===== src/rtl/btn_shift_ctrl.sv =====
// btn_shift_ctrl: shifts one bit into a W-bit register per debounced button
// press, with auto-repeat after a long hold. Parallel load overrides the
// register value without disturbing the press/repeat timing.
module btn_shift_ctrl #(
    parameter int W      = 8,
    parameter int HOLD_N = 10,
    parameter int REP_N  = 4
) (
    input  logic         clk,
    input  logic         rst,
    input  logic         btn,
    input  logic         dir,
    input  logic         din,
    input  logic         load,
    input  logic [W-1:0] load_val,
    output logic [W-1:0] q,
    output logic         shift_pulse,
    output logic         held
);

    localparam int MAXN = (HOLD_N > REP_N) ? HOLD_N : REP_N;
    localparam int CW   = $clog2(MAXN + 1);
    localparam logic [CW-1:0] HOLD_C = CW'(HOLD_N);
    localparam logic [CW-1:0] REP_C  = CW'(REP_N);

    typedef enum logic [1:0] {
        IDLE   = 2'd0,
        PRESS  = 2'd1,
        REPEAT = 2'd2
    } state_t;

    state_t        state;
    logic [CW-1:0] cnt;
    logic          btn_d;

    logic          rise;
    logic [CW-1:0] cnt_inc;
    logic          do_shift;
    logic [W-1:0]  shifted;

    // Decide whether this edge is a shift edge and precompute the shifted value
    always_comb begin
        rise     = btn & ~btn_d;
        cnt_inc  = cnt + CW'(1);
        do_shift = 1'b0;
        case (state)
            IDLE:    do_shift = rise;
            PRESS:   do_shift = btn && (cnt_inc == HOLD_C);
            REPEAT:  do_shift = btn && (cnt_inc == REP_C);
            default: do_shift = 1'b0;
        endcase
        shifted = dir ? {din, q[W-1:1]} : {q[W-2:0], din};
    end

    // Press/repeat FSM with registered register contents and strobes
    always_ff @(posedge clk) begin
        if (!rst) begin
            q           <= '0;
            shift_pulse <= 1'b0;
            held        <= 1'b0;
            state       <= IDLE;
            cnt         <= '0;
            // Treat the button as already seen so a press held across reset is ignored
            btn_d       <= 1'b1;
        end else begin
            btn_d       <= btn;
            // Load wins over a shift, but the FSM still counts the shift as taken
            shift_pulse <= do_shift & ~load;
            if (load)
                q <= load_val;
            else if (do_shift)
                q <= shifted;

            case (state)
                IDLE: begin
                    held <= 1'b0;
                    if (rise) begin
                        cnt   <= '0;
                        state <= PRESS;
                    end
                end
                PRESS: begin
                    if (!btn) begin
                        cnt   <= '0;
                        state <= IDLE;
                    end else if (cnt_inc == HOLD_C) begin
                        cnt   <= '0;
                        state <= REPEAT;
                        held  <= 1'b1;
                    end else begin
                        cnt <= cnt_inc;
                    end
                end
                REPEAT: begin
                    if (!btn) begin
                        cnt   <= '0;
                        state <= IDLE;
                        held  <= 1'b0;
                    end else if (cnt_inc == REP_C) begin
                        cnt <= '0;
                    end else begin
                        cnt <= cnt_inc;
                    end
                end
                default: begin
                    cnt   <= '0;
                    state <= IDLE;
                    held  <= 1'b0;
                end
            endcase
        end
    end

endmodule


===== config.mk =====
export PLATFORM = sky130hd
export DESIGN_NAME = btn_shift_ctrl
export DESIGN_NICKNAME = d
export VERILOG_FILES = /design/src/rtl/btn_shift_ctrl.sv
export SDC_FILE = /design/constraint.sdc
export NUM_CORES = 1
export LEC_CHECK = 0
export CORE_MARGIN = 10
export CORE_UTILIZATION = 45
export DETAILED_ROUTE_END_ITERATION = 6
export PLACE_DENSITY_LB_ADDON = 0.3
export SYNTH_ARGS = -nofsm -noshare
export SYNTH_HDL_FRONTEND = slang
export SYNTH_SLANG_ARGS = --single-unit
export TNS_END_PERCENT = 100

===== constraint.sdc =====
create_clock -name clk -period 4.25 [get_ports clk]
set_clock_uncertainty 0.05 [all_clocks]
set_input_delay 0.6375 -clock clk [delete_from_list [all_inputs] [get_ports clk]]
set_output_delay 0.6375 -clock clk [all_outputs]
set_load 0.1 [all_outputs]

# ---- Yosys cells after proc, flatten, opt, wreduce, memory -nomap -nowiden
# Cells that the tools add are included.
dict set report word_totals {
  ff_bits 17
  latchBits 0
  ram_bits 0
  romBits 0
  inputBits 14
  out_inout_bits 10
  elab_cells 45
  n_memories 0
}
dict set report classes {
  n_addsub 1
  n_mul 0
  div_mod_pow 0
  order_cmp 0
  eq_ne 9
  shift 0
  mux 19
  bitwise 4
  n_reduce_logical 6
}
# operator count
set ops {}
lappend ops {{two-way mux 8 bit} 3}
lappend ops {{two-way mux 4 bit} 5}
lappend ops {{one-hot mux 4 bit (3 select lines)} 1}
lappend ops {{two-way mux 2 bit} 4}
lappend ops {{inequality test 2 bit, second input constant} 4}
lappend ops {{one-hot mux 2 bit (3 select lines)} 1}
lappend ops {{AND reduction 3 bit} 2}
lappend ops {{adder 4 x 1 -> 4 bit, second input constant} 1}
lappend ops {{== test 4 x 3 -> 1 bit, second input constant} 1}
lappend ops {{== test 4 bit, second input constant} 1}
lappend ops {{two-way mux 1 bit} 3}
lappend ops {{inequality test 3 bit, second input constant} 1}
lappend ops {{one-hot mux 1 bit (3 select lines)} 1}
lappend ops {{AND 1 bit} 2}
lappend ops {{== test 2 x 1 -> 1 bit, second input constant} 1}
lappend ops {{== test 2 bit, second input constant} 1}
lappend ops {{logical AND 1 bit} 2}
lappend ops {{logical NOT 2 bit} 1}
lappend ops {{inverter 1 bit} 2}
lappend ops {{one-hot mux 1 bit (2 select lines)} 1}
lappend ops {{nonzero test 2 bit} 1}

# ---- Logic depth before layout (Yosys ltp)
# Gate-level depths: netlist (run 1).
dict set report depth {
  word_depth 6
  ltp_mapped 7
  depth_no_buf 7
}

# ---- Worst setup path before layout (run 1)
# OpenSTA, ideal clock, no wires.
dict set report synth_timing {
  path_kind {in2reg}
  start {input port btn}
  end {register cnt[2]}
  setup_ps 59
  arrival_time_ps 1932
  required_ps 4141
  path_slack_ps 2210
  cell_stages 5
  path_cell_list {buf_2 -> a21boi_1 -> or4b_2 -> a211oi_1 -> a31o_2}
}
dict set report synth_between {
  elab_chain_len 2
}
# item line_no
set synth_lines {}
lappend synth_lines {{start: declaration} 11} ;# input logic btn,
lappend synth_lines {{two-way mux 4 bit, or another cell as far along} 95} ;# if (!btn) begin
lappend synth_lines {{one-hot mux 4 bit (3 select lines) / inequality test 2 bit (equally long branches)} --}
lappend synth_lines {{end signal: assignment} 91} ;# cnt <= cnt_inc;
lappend synth_lines {{end signal: assignment} 102} ;# cnt <= cnt_inc;
lappend synth_lines {{end: declaration} 33} ;# logic [CW-1:0] cnt;
# Parallel ways exist; a longest one is shown, timed or not.
# A chain may end at the register's enable or synchronous reset.

# ---- Worst setup path after layout (run 1)
dict set report layout_timing {
  start {register q[6]}
  end {output port q[6]}
}
# item line_no
set layout_rtl {}
lappend layout_rtl {{start: declaration} 16} ;# output logic [W-1:0] q,
lappend layout_rtl {{start signal: assignment} 70} ;# q <= load_val;
lappend layout_rtl {{start signal: assignment} 72} ;# q <= shifted;
# No word-level cell between the ends.

==> impl_metrics.yaml, run 1 <==
cells_and_area:
  layout-drive-gt1-share_pct: 7.586
  diodes: 0
  nNetsFinal: 167
  final_area_mm2: 0.001395
  nFillCells: 219
  synthToLayoutAreaGrowth_pct: 24.58
floorplan:
  dieArea_mm2: 0.004884
  core_mm2: 0.002432
  initial_core_util_pct: 46.04
  die_y_um: 69.89
  pin_count: 24
  die_w_um: 69.89
  num_rows: 18
setup_path:
  path_class: "flop to primary output"
  critPathRequiredTime_ns: 3.56
  crit_start: "q[6]"
  reg2reg_from: "cnt[0]"
  crit_chain: "clkdlybuf4s50_1"
  cp-start-kind: "flop"
  max_stage_delay_ns: 1.17
  cp-end-kind: "primary output"
  cp.depth: 1
  ff2ff_setup_slack_ns: 1.85
  path_max_fanout: 4
  endpoint: "q[6]"
  cp_slowest_cell: "clkdlybuf4s50_1"
  r2r_cells: 5
  arrival_ns: 1.89
  path_buf_inv: 1
  r2r_end: "q[0]"
  cp_top_family: "buffers and inverters"
detailed_routing:
  drc_errors: 0
  wl_per_cell_um: 16.67
  first_iter_violations: 58
  wl_um: 2918
  drt.antenna.violating_nets: 0
  vias: 1088
  routed_via_density: 6.217
  first_pass_iters: 4
placement:
  hpwl_um: 2138
  placed_cell_area_mm2: 0.001368
  gp_congestion: 0.8749
  port_buffers: 23
synthesis:
  synth.distinct_cells: 36
  synth_top_area_share_pct: 30.39
  syn-instance-count: 124
  synth_flop_cell: "dfxtp_1"
  synth.avg_cell_area_um2: 9.031
  async_flop_share_pct: 0
  syn_area_mm2: 0.001120
  synth_top_area_cell: "dfxtp_1"
  synth_edf_count: 0
  seq_area_frac_synth_pct: 30.39
  ys_warn_count: 0
  synth-seq-cells: 17
  syn-num-nets: 145
  synth_area_leaders: "dfxtp_1 (30%), ha_1 (7.8%), mux2i_1 (7.2%)"
min_path:
  hp-class: "flop to flop"
  hp-start: "held"
cts:
  cts_root_buffer: "clkbuf_4"
  clkTransAtPathRegs_ns: 0.11
  cts_tree: "yes"
  postCtsSetupBuffers: 0
  cts_inserted_buffers: 3
  cts-resized-gates: 0
  htreeDepth: 1
  cts_sinks: 17
  clkLatencyLatePin_ns: 0.31
  holdBufCountCts: 0
  cts_max_path_buffers: 2
sta:
  rsz0062_at_grt: "no"
  fin_crit_sh_pct: 60.70
  setup_viol: 0
  min_period_ns: 2.580
  tightestPinTransition_ns: 0.9812
  fin_tns_setup_ns: 0
  slew_headroom_pct: 34.38
  hold_violations: 0
  max_freq_mhz: 387.7
  maxSlewViolCount: 0
global_routing:
  antenna_found_initial: 0
  grt_pass1_wl_um: 4857
  track_usage_pct: 11.52
  overflow: 0
  grt_pass1_vias: 1012
  grt_max_degree: 25
pwr:
  p_leak_nw: 0.4913
  ir_worst_vdd_uv: 180.0
  power.density_mw_per_mm2: 290.3
flow_run:
  maxCapViolations: 0
outcome:
  status: "complete, no violations"
worst min path at each step:
stage          endpoint  slack, ns  cells after the start
2_1_floorplan  state[0]       0.43                      2
3_3_place_gp       held       0.42                      2
3_5_place_dp       held       0.44                      2
4_1_cts            held       0.47                      2
5_1_grt        state[0]       0.50                      2
6_report           held       0.47                      2
cells in the mapped netlist (2+ instances only):
master / instances
a21o_1: 2
a21oi_1: 6
a31o_2: 2
a31oi_1: 2
a32oi_1: 2
buf_1: 2
clkbuf_1: 4
dfxtp_1: 17
ha_1: 7
inv_1: 5
mux2i_1: 8
nand2_1: 4
nand2b_1: 2
nand3_1: 13
nand3b_1: 10
nor2_1: 3
nor4bb_1: 2
o311ai_1: 8
or3_1: 8
registers in the layout, summed over array words and instances, names as in the netlist:
name	count
state	2
q	8
cnt	4
shift_pulse	1
btn_d	1
held	1
where the power goes:
group / leakage, nW / internal [W] / total (W) / switching (W)
clock network: 0.0177 / 0.0000352 / 0.0000938 / 0.0000586
registers: 0.139 / 0.000168 / 0.000177 / 0.00000877
logic: 0.335 / 0.0000474 / 0.000135 / 0.0000873
total: 0.491 / 0.000250 / 0.000405 / 0.000155
kinds of logic (layout without fill, tap and decap cells):
kind of cell / count (synthesis) / after routing / synth area share [%]
compound gates: 30 / 30 / 22.24
fa+ha+maj: 7 / 7 / 7.821
buf+inv: 12 / 33 / 4.134
flops: 17 / 17 / 30.39
mux: 8 / 8 / 7.151
simple gates: 50 / 50 / 28.27
routing by layer:
| layer | GRT usage [%] | vias to the layer above | wire, µm |
|---|---|---|---|
| met2 | 16.92 | 22 | 1396 |
| met4 | 6.140 | 0 | 51 |
| met1 | 14.79 | 533 | 1346 |
| met3 | 3.107 | 5 | 123 |
| met5 | 0 | - | 0 |
| li1 | - | 528 | - |
worst reg2reg max path: stages (launching register included):
cell       delay (ns)
dfxtp_1          0.41
ha_1             0.29
nand4bb_1        0.36
a2111oi_4        0.63
nor2_2           0.21
o311ai_1         0.36
cell usage in the layout, fill, tap and decap left out, types with 2 or more instances in the layout:
cell,count
nand2_1,4
a21o_1,2
clkbuf_4,3
o311ai_1,8
mux2i_1,8
a21oi_1,6
nor4bb_1,2
ha_1,7
dfxtp_1,17
inv_1,5
a31o_2,2
nand3b_1,10
clkdlybuf4s50_1,23
nand3_1,13
or3_1,8
nand2b_1,2
a32oi_1,2
a31oi_1,2
nor2_1,3
stage by stage:
step	power, W	util, %	hold slack [ns]	cells	worst slack, ns
2_1_floorplan	0.0002750	-	0.4258	124	2.210
4_1_cts	0.0004068	57.36	0.4662	175	1.669
5_1_grt	0.0004215	57.36	0.5026	175	1.625
6_report	0.0004051	57.36	0.4656	175	1.670
3_5_place_dp	0.0003134	56.22	0.4419	171	1.518
3_3_place_gp	0.0003112	56.22	0.4183	171	1.594
area by class of cell:
type	instances	area, µm²	area share, %
clock buffers	3	22.52	1.614
clock inverters	1	5.005	0.3587
inverters	5	18.77	1.345
multi-input cells	95	733.2	52.56
flip-flops and latches	17	340.3	24.39
well taps	30	37.54	2.691
repair buffers	24	237.7	17.04
No activity file was read; power rests on OpenSTA's default activity.
==> run 2: changes to the inputs <==
- clock period: 4.25 -> 2.1 ns (I/O delays scaled with it)
==> impl_metrics.yaml, run 2 (synthesis results as in run 1) <==
floorplan:
  die_w_um: 69.89
  num_rows: 18
  die_y_um: 69.89
  initial_core_util_pct: 46.04
  pin_count: 24
  dieArea_mm2: 0.004884
  core_mm2: 0.002432
setup_path:
  crit_top_cell: "buf_4"
  critPathRequiredTime_ns: 2.25
  cp-end-kind: "flop"
  path_max_fanout: 8
  cp_slowest_cell: "a2111oi_4"
  path_buf_inv: 3
  arrival_ns: 2.14
  max_stage_delay_ns: 0.39
  cp-start-kind: "flop"
  crit_start: "cnt[1]"
  crit_chain: "buf_4 -> inv_1 -> ha_4 -> nand3_1 -> a21o_1 -> a2111oi_4 -> buf_4 -> or3_1 -> o311ai_2"
  reg2reg_from: "cnt[1]"
  path_class: "flop to flop"
  cp_top_family: "compound AO/OA/AOI/OAI gates"
cts:
  htreeDepth: 1
  cts_inserted_buffers: 3
  cts_root_buffer: "clkbuf_4"
  postCtsSetupBuffers: 0
  cts_max_path_buffers: 2
  cts_tree: "yes"
  clkTransAtPathRegs_ns: 0.11
  clkLatencyLatePin_ns: 0.31
  cts_sinks: 17
outcome:
  status: "complete, no violations"
detailed_routing:
  first_iter_violations: 48
  first_pass_iters: 4
  drc_errors: 0
  wl_um: 3177
  routed_via_density: 5.839
  vias: 1121
  drt.antenna.violating_nets: 0
  wl_per_cell_um: 16.55
global_routing:
  grt_use_met3_pct: 2.260
  gr-usage-met2_pct: 19.84
  grt_pass1_vias: 1100
  top_usage_layer: "met2"
  antenna_found_initial: 0
  grt_use_met1_pct: 14.08
  overflow: 0
  track_usage_pct: 11.75
  grt_max_degree: 24
  grt_pass1_wl_um: 4995
sta:
  max_freq_mhz: 500.2
  tightestPinTransition_ns: 0.5312
  fin_crit_sh_pct: 95.19
  slew_headroom_pct: 64.59
  min_period_ns: 1.999
  maxSlewViolCount: 0
  fin_tns_setup_ns: 0
  hold_violations: 0
  setup_viol: 0
flow_run:
  maxCapViolations: 0
placement:
  place_inst: 189
  gp_congestion: 0.7970
  hpwl_um: 2260
  port_buffers: 23
cells_and_area:
  largest-register: "q"
  nNetsFinal: 184
  nFillCells: 208
  diodes: 0
  largest_reg_flops: 8
  final_cell_mix: "buf_4 (28), dfxtp_1 (15), nand3_1 (13), clkdlybuf4s50_1 (13), nand3b_1 (10)"
  synthToLayoutAreaGrowth_pct: 42.90
  layout-drive-gt1-share_pct: 31.48
  multi_input_area_um2: 833.3
  stdcell_count: 192
  final_common_cell: "buf_4"
  top_regs: "q x8, cnt x4, state x2"
  ff_latch_area_um2: 342.8
pwr:
  p_leak_nw: 0.6261
  power.density_mw_per_mm2: 541.1
  power_w: 0.0008659
  ir_worst_vdd_uv: 417.8
min_path:
  hp-start: "held"
  hp-class: "flop to flop"
[run 2: changes by cell type in the layout (fill, tap and decap cells not counted), moves of 2 or more]
cell and change:
buf_4 +27, clkdlybuf4s50_1 -10, dfxtp_1 -2, dfxtp_2 +2, ha_1 -2, o311ai_1 -5
o311ai_2 +4, or3_1 -2, or3_4 +2
[run 2: where the power goes]
part | internal [W] | switching [W] | total, W
sequential | 0.000340 | 0.0000166 | 0.000356
clock | 0.0000714 | 0.000122 | 0.000193
combinational | 0.000123 | 0.000193 | 0.000317
[run 2: tightest hold or removal path: cells and delay by family, from the launching register on]
family	cells	cell delay, ns
AOI/OAI and AO/OA	1	0.06
DFF	1	0.35
and+or+nand+nor	1	0.07
[run 2: path summary, 6_finish.rpt]
check | endpoint | slack (ns) | cells after the start
worst max-delay path | q[7] | 0.10 | 9
worst min-delay path | held | 0.46 | 2
worst max register to register | q[7] | 0.10 | 9
worst min register to register | held | 0.46 | 2
[run 2: layout make-up]
| cell class | count | area share [%] |
|---|---|---|
| clock buffer | 3 | 1.407 |
| multi-input combinational | 95 | 52.07 |
| timing repair buffer | 41 | 21.27 |
| clock inverter | 1 | 0.3127 |
| tap | 30 | 2.346 |
| inverter | 5 | 1.173 |
| sequential | 17 | 21.42 |
[run 2: per-layer routing]
metal  vias up  routed length, µm
li1        557                  -
met1       537               1390
met2        21               1634
met3         6                 95
met4         0                 56
met5         -                  0
[run 2: stage by stage]
stage	hold WS (ns)	cell area, µm²	utilization [%]	worst slack, ns
global route	0.5029	1600	65.79	-0.007609
detailed placement	0.4331	1478	60.75	-0.03695
global placement	0.4177	1478	60.75	0.02361
floorplan	0.4048	1120	-	0.1268
finish	0.4609	1600	65.79	0.1010
CTS	0.4653	1506	61.93	0.008589
[run 2: repair_timing]
item,4_1_cts,5_1_grt
resized for setup,1,15
setup endpoints to repair,4,9
pin swaps,1,1
hold buffers,0,0
==> run 3: changes to the inputs <==
- GPL_TIMING_DRIVEN: unset -> 0
- SLEW_MARGIN: unset -> 20
- clock period: 2.1 -> 1.65 ns (I/O delays scaled with it)
==> impl_metrics.yaml, run 3 (synthesis results as in run 1) <==
outcome:
  status: "finished with violations"
  violations: "negative setup slack"
sta:
  hold_violations: 0
  maxSlewViolCount: 0
  rsz0062_at_grt: "yes"
  fin_crit_sh_pct: 115.4
  setup_viol: 14
  finalWorstSetupSlack_ns: -0.2534
  fin_tns_setup_ns: -2.785
  tightestPinTransition_ns: 0.5615
  max_freq_mhz: 525.4
  slew_headroom_pct: 62.57
  min_period_ns: 1.903
cells_and_area:
  final_cell_mix: "buf_4 (12), nand3_1 (12), dfxtp_1 (12), clkdlybuf4s50_1 (12), nand3b_1 (10)"
  layout-drive-gt1-share_pct: 41.21
  largest-register: "q"
  fin_util_pct: 72.84
  synthToLayoutAreaGrowth_pct: 58.21
  top_regs: "q x8, cnt x4, state x2"
  largest_reg_flops: 8
  diodes: 0
  stdcell_count: 195
  nNetsFinal: 187
global_routing:
  grt_pass1_vias: 1132
  overflow: 0
  grt_max_degree: 11
  grt_pass1_wl_um: 5382
  track_usage_pct: 12.49
  antenna_found_initial: 0
setup_path:
  arrival_ns: 2.06
  path_class: "flop to flop"
  path_max_fanout: 7
  critPathRequiredTime_ns: 1.80
  cp-start-kind: "flop"
  cp-end-kind: "flop"
  ff2ff_setup_slack_ns: -0.25
floorplan:
  core_mm2: 0.002432
  pin_count: 24
  die_y_um: 69.89
  num_rows: 18
  die_w_um: 69.89
  dieArea_mm2: 0.004884
  initial_core_util_pct: 46.04
cts:
  htreeDepth: 1
  holdBufCountCts: 0
  cts_tree: "yes"
  cts_root_buffer: "clkbuf_4"
  clkTransAtPathRegs_ns: 0.11
  clkLatencyLatePin_ns: 0.29
  cts_max_path_buffers: 2
  cts_inserted_buffers: 3
  cts_sinks: 17
placement:
  hpwl_um: 2259
  gp_congestion: 0.8203
  port_buffers: 22
  pre_cts_slack_ns: -0.4058
  place_inst: 176
pwr:
  power.density_mw_per_mm2: 648.8
  ir_worst_vdd_uv: 548.2
  p_leak_nw: 0.6185
detailed_routing:
  vias: 1189
  drc_errors: 0
  first_pass_iters: 4
  drt.antenna.violating_nets: 0
  first_iter_violations: 39
  routed_via_density: 6.097
  wl_um: 3324
  wl_per_cell_um: 17.05
min_path:
  hp-class: "flop to flop"
flow_run:
  maxCapViolations: 0
## run 3: cell types whose count changed in the layout (fill, tap and decap cells not counted), moves of 3 or more
cell / change
clkdlybuf4s15_2: +9
buf_4: -16
dfxtp_4: +3
dfxtp_1: -3
ha_1: -3
## run 3: layout make-up
type	count	area, µm²
tap	30	37.54
inverter	5	18.77
sequential	17	354.1
fill	171	660.6
clock buffer	3	22.52
multi-input combinational	96	949.7
buffer	6	27.53
timing repair buffer	37	356.6
clock inverter	1	5.005
## run 3: path summary, 6_finish.rpt
check / startpoint / end / cells past startpoint
max: cnt[0] / q[6] / 7
min: state[0] / state[0] / 2
max reg2reg: cnt[0] / q[6] / 7
min reg2reg: state[0] / state[0] / 2
## run 3: through the flow
stage	instance area, µm²	total power (W)	hold slack (ns)
after floorplan	1189	0.0007236	0.3373
after global placement	1446	0.0008221	0.4212
after detailed placement	1446	0.0008313	0.4410
after CTS	1682	0.001113	0.4395
after global routing	1772	0.001206	0.4667
final	1772	0.001149	0.4475
## run 3: power breakdown
part	switching, W	total (W)	internal [W]
clock	0.000141	0.000231	0.0000900
combinational	0.000278	0.000468	0.000189
sequential	0.0000214	0.000450	0.000429
total	0.000441	0.00115	0.000709
## run 3: worst max-delay path, cell delays in order (launching register included)
cell and delay (ns):
dfxtp_4 0.42, ha_4 0.17, nand3_2 0.07, a21o_1 0.22
a2111oi_4 0.42, buf_6 0.19, nor2_4 0.06, o311ai_1 0.22
## run 3: what timing repair did
item                                    4_1_cts  5_1_grt
resized for setup                            50       12
hold endpoints to repair                      0        0
setup buffers                                10        4
cloned                                        2        0
endpoints found under the setup margin       24       16
pin swaps                                     7        4
## run 3: layer usage
metal | global-route usage, % | share of wire (%) | up-vias
met2 | 21.35 | 52 | 31
met4 | 1.096 | 0.27 | 0
met5 | 0 | 0 | -
met1 | 15.61 | 42 | 589
li1 | - | - | 567
met3 | 3.531 | 5.8 | 2
==> variant 1 (settings of run 3) <==
Set the parameter `HOLD_N` to 11 (it was 10).
--- a/src/rtl/btn_shift_ctrl.sv
+++ b/src/rtl/btn_shift_ctrl.sv
@@ -5,3 +5,3 @@
     parameter int W      = 8,
-    parameter int HOLD_N = 10,
+    parameter int HOLD_N = 11,
     parameter int REP_N  = 4
Function: no difference found for any inputs over 10 cycles, from zero or initial values and one cycle with rst low; that may be too few to reach the edited logic, so the function may still have changed.
==> variant 1 against run 3 <==
  * The run still ends with setup timing left
  * Worst setup slack lost 0.019 ns
  * Worst hold slack got worse by 0.0075 ns
  * Power shrank 22%
  * Sequential power shrank 3%
  * Sequential cell count did not move
  * Wire length is 14% lower
  * Count of clock-buffer cells in the layout up 1
  * Critical path depth grew 1
  * Final cell count down 6.7%
  * Design area shrank 15%
  * Area after synthesis decreased by 2.0%
==> variant 1: results (changes against run 3) <==
outcome=finished with violations (unchanged); violations in the final reports=setup timing (unchanged); maximum resistive drop on vdd=568 uV (was 548 uV); area of the multi-input gates=769 sq um (was 950 sq um); sequential portion of the cell area=23.5% (was 20.0%); post-route met1 wirelength=1250 um (was 1390 um); GR met1 Demand/Resource=12.3% (was 15.6%); clock network area share=1.74% (was 1.55%); number of cell instances on the worst register-to-register path=8 (was 7); routed wl met2=1470 um (was 1730 um); total of clock buffers placed in the layout=4 (was 3); Final Setup Violations=10 (was 14); data-path buffer share of cell area in the final layout=20.2% (was 21.7%); cell leakage power=0.000600 uW (was 0.000619 uW); sum of routed wire length over all layers=2860 um (was 3320 um); destination of the worst register-to-register timing path=q[2]$_SDFFE_PN0P_ (was q[6]$_SDFFE_PN0P_); filler instances=191 (was 171); fin worst setup slack=-0.272 ns (was -0.253 ns); number of distinct library cells after synthesis=39 (was 36); global routing usage on met3=4.14% (was 3.53%); vias per std cell=5.49 (was 6.10); largest cells by area after synthesis=sky130_fd_sc_hd__dfxtp_1 (31%), sky130_fd_sc_hd__mux2_2 (8.2%), sky130_fd_sc_hd__ha_1 (8.0%) (was sky130_fd_sc_hd__dfxtp_1 (30%), sky130_fd_sc_hd__ha_1 (7.8%), sky130_fd_sc_hd__mux2i_1 (7.2%)); number of buffers outside the clock class in the layout=32 (was 43); Global Route Usage Sum=11.3% (was 12.5%); first-pass GRT wire length=4650 um (was 5380 um); core region area=0.00228 sq mm (was 0.00243 sq mm); most used standard cells in the synthesized netlist=sky130_fd_sc_hd__nand2_1 (18), sky130_fd_sc_hd__dfxtp_1 (17), sky130_fd_sc_hd__mux2_2 (8), sky130_fd_sc_hd__mux2i_1 (8), sky130_fd_sc_hd__o21ai_1 (8) (was sky130_fd_sc_hd__dfxtp_1 (17), sky130_fd_sc_hd__nand3_1 (13), sky130_fd_sc_hd__nand3b_1 (10)); number of instances in the placed design=174 (was 176); setup tns final=-1.89 ns (was -2.79 ns); Iteration-0 DRC Markers=21 (was 39); worst min-delay path category=in2reg (was reg2reg); via count=999 (was 1189); fraction of the yosys area taken by sequential cells=31.0% (was 30.4%); routed length on met3=122 um (was 192 um); worst reg2reg startpoint=cnt[1]$_SDFFE_PN0N_ (was cnt[0]$_SDFFE_PN0N_); DP Wirelength=2040 um (was 2260 um); met2 Resource Use GR=20.0% (was 21.3%); hold_sp=load_val[4] (was state[0]$_SDFFE_PN0P_); hold slack=0.440 ns (was 0.447 ns); placement-stage worst setup slack=-0.360 ns (was -0.406 ns); fraction of standard cell area in multi-input logic=51.0% (was 53.6%); critical path fanouts, max=8 (was 7); fraction of layout cells with a size suffix above 1=32.5% (was 41.2%)
variant 1: cell count changes in the layout (fill, tap and decap cells not counted), moves of 3 or more:
cell,change
sky130_fd_sc_hd__and2_1,+3
sky130_fd_sc_hd__buf_4,-9
sky130_fd_sc_hd__mux2_2,+8
sky130_fd_sc_hd__nand2_1,+13
sky130_fd_sc_hd__nand3_1,-7
sky130_fd_sc_hd__nand3b_1,-9
sky130_fd_sc_hd__o21ai_1,+9
sky130_fd_sc_hd__o311ai_2,-6
sky130_fd_sc_hd__or3_1,-7
variant 1: worst max path at each step:
stage | slack, ns | end | start | depth (start not counted)
after CTS | -0.24 | q[5]$_SDFFE_PN0P_ | cnt[0]$_SDFFE_PN0N_ | 8
final | -0.27 | q[2]$_SDFFE_PN0P_ | cnt[1]$_SDFFE_PN0N_ | 8
after detailed placement | -0.36 | cnt[2]$_SDFFE_PN0N_ | btn | 6
after floorplan | -0.08 | q[1]$_SDFFE_PN0P_ | cnt[0]$_SDFFE_PN0N_ | 8
after global placement | -0.30 | cnt[2]$_SDFFE_PN0N_ | btn | 6
after global routing | -0.40 | q[2]$_SDFFE_PN0P_ | cnt[0]$_SDFFE_PN0N_ | 8
variant 1: logic make-up after synthesis:
| kind of cell | after synthesis | synth area share (%) |
|---|---|---|
| buf+inv | 11 | 5.13 |
| flops | 17 | 31.0 |
| mux | 16 | 15.5 |
| compound gates | 30 | 19.3 |
| fa+ha+maj | 7 | 7.98 |
| simple gates | 43 | 21.1 |
variant 1: repair_timing:
action                                  4_1_cts  5_1_grt
pin swaps                                     2        4
cloned                                        1        0
resized for setup                            39       14
setup buffers                                 2        1
endpoints found under the setup margin       24       14
variant 1: power breakdown:
part	switching [uW]	internal, uW	total (uW)
Combinational	150	85.5	235
Sequential	14.7	420	435
Clock	130	94.1	224
==> variant 2 (config.mk and constraints of run 3) <==
Without the edit above. The 3 states of `state_t` get a one-hot encoding in 3 bits.
--- a/src/rtl/btn_shift_ctrl.sv
+++ b/src/rtl/btn_shift_ctrl.sv
@@ -25,6 +25,6 @@
 
-    typedef enum logic [1:0] {
-        IDLE   = 2'd0,
-        PRESS  = 2'd1,
-        REPEAT = 2'd2
+    typedef enum logic [2:0] {
+        IDLE   = 3'b001,
+        PRESS  = 3'b010,
+        REPEAT = 3'b100
     } state_t;
Behaviour: no difference found for any inputs over 10 cycles, from zero or initial values and one cycle with rst low; not proved beyond that.
==> variant 2 against run 3 <==
  * The run still ends with setup timing left
  * Area after synthesis grew 0.89%
  * Sequential cell count rose by 1
  * Worst setup slack got worse by 0.17 ns
  * Power decreased by 14%
  * Sequential power grew 2%
  * Core utilization down 9.5 points
  * Wire length is 7.6% lower
  * Non-clock buffer count fell by 6
  * Design area shrank 13%
  * Via count decreased by 3.9%
  * Largest cell class unchanged
==> variant 2: results (changes against run 3) <==
outcome=finished with violations (unchanged); violations in the final reports=setup timing (unchanged); syn_nets=159 (was 145); Global Route Usage Sum=12.0% (was 12.5%); DP Wirelength=2130 um (was 2260 um); Sw Share=32.9% (was 38.4%); Clock Latency Late Sink=0.31 ns (was 0.29 ns); Final Setup Violations=9 (was 14); worst reg2reg startpoint=state[1]$_SDFFE_PN0P_ (was cnt[0]$_SDFFE_PN0N_); fin worst setup slack=-0.423 ns (was -0.253 ns); routed wl met2=1480 um (was 1730 um); post-route met1 wirelength=1370 um (was 1390 um); cell leakage power=0.000608 uW (was 0.000619 uW); WHS Path Cells=5 (was 2); number of input and output port buffers inserted=21 (was 22); largest cells by area after synthesis=sky130_fd_sc_hd__dfxtp_1 (32%), sky130_fd_sc_hd__mux2i_1 (14%), sky130_fd_sc_hd__nand2_1 (11%) (was sky130_fd_sc_hd__dfxtp_1 (30%), sky130_fd_sc_hd__ha_1 (7.8%), sky130_fd_sc_hd__mux2i_1 (7.2%)); master of the slowest instance on the critical path=sky130_fd_sc_hd__or3b_4 (was sky130_fd_sc_hd__dfxtp_4); GR met1 Demand/Resource=14.1% (was 15.6%); met2 Resource Use GR=20.4% (was 21.3%); first-pass GRT wire length=5040 um (was 5380 um); Iteration-0 DRC Markers=111 (was 39); vias in the first global route=1106 (was 1132); postcts setup bufs=7 (was 10); pin slew with the least headroom to its limit=0.592 ns (was 0.562 ns); Layout Cells excl Fill=206 (was 195); vias per std cell=5.55 (was 6.10); weighted congestion reported at the end of routability-driven placement=0.907 (was 0.820); share of total power in sequential cells=46.3% (was 39.2%); Gate power share=24.9% (was 40.7%)
## variant 2: cell count changes after synthesis, moves of 5 or more
cell / delta
sky130_fd_sc_hd__nand3b_1: -9
sky130_fd_sc_hd__o21ai_0: +10
sky130_fd_sc_hd__ha_1: -5
sky130_fd_sc_hd__or3_1: -8
sky130_fd_sc_hd__mux2i_1: +8
sky130_fd_sc_hd__nand3_1: -10
sky130_fd_sc_hd__o311ai_1: -8
sky130_fd_sc_hd__nand2_1: +30
## variant 2: cell families (layout without fill, tap and decap cells)
logic type               Yosys count  in the layout  share of synthesized area [%]
buffers and inverters             11             44                           3.65
flip-flops                        18             18                           31.9
multiplexers                      17             17                           15.5
adder cells (fa/ha/maj)            2              2                           2.21
AO/OA/AOI/OAI                     30             30                           18.2
AND/OR/NAND/NOR                   65             65                           28.6
## variant 2: final cells by class
class | instances | area, sq um
well taps | 30 | 37.5
fillers | 213 | 892
multi-input cells | 114 | 752
flip-flops and latches | 18 | 377
clock buffers | 4 | 36.3
repair buffers | 29 | 294
inverters | 3 | 11.3
plain buffers | 8 | 32.5
## variant 2: stage by stage
step / total power, uW / util [%] / worst slack [ns] / instance area, sq um
floorplan: 638 / - / -0.433 / 1140
global placement: 708 / 56.9 / -0.610 / 1380
detailed placement: 712 / 56.9 / -0.672 / 1380
CTS: 987 / 62.1 / -0.423 / 1510
global route: 1020 / 63.3 / -0.498 / 1540
finish: 990 / 63.3 / -0.423 / 1540
## variant 2: tightest hold or removal path: stages
cell and delay, ns:
sky130_fd_sc_hd__clkbuf_1 0.22, sky130_fd_sc_hd__nand2_1 0.11, sky130_fd_sc_hd__o21ai_0 0.07, sky130_fd_sc_hd__nand2_1 0.06, sky130_fd_sc_hd__mux2i_1 0.05
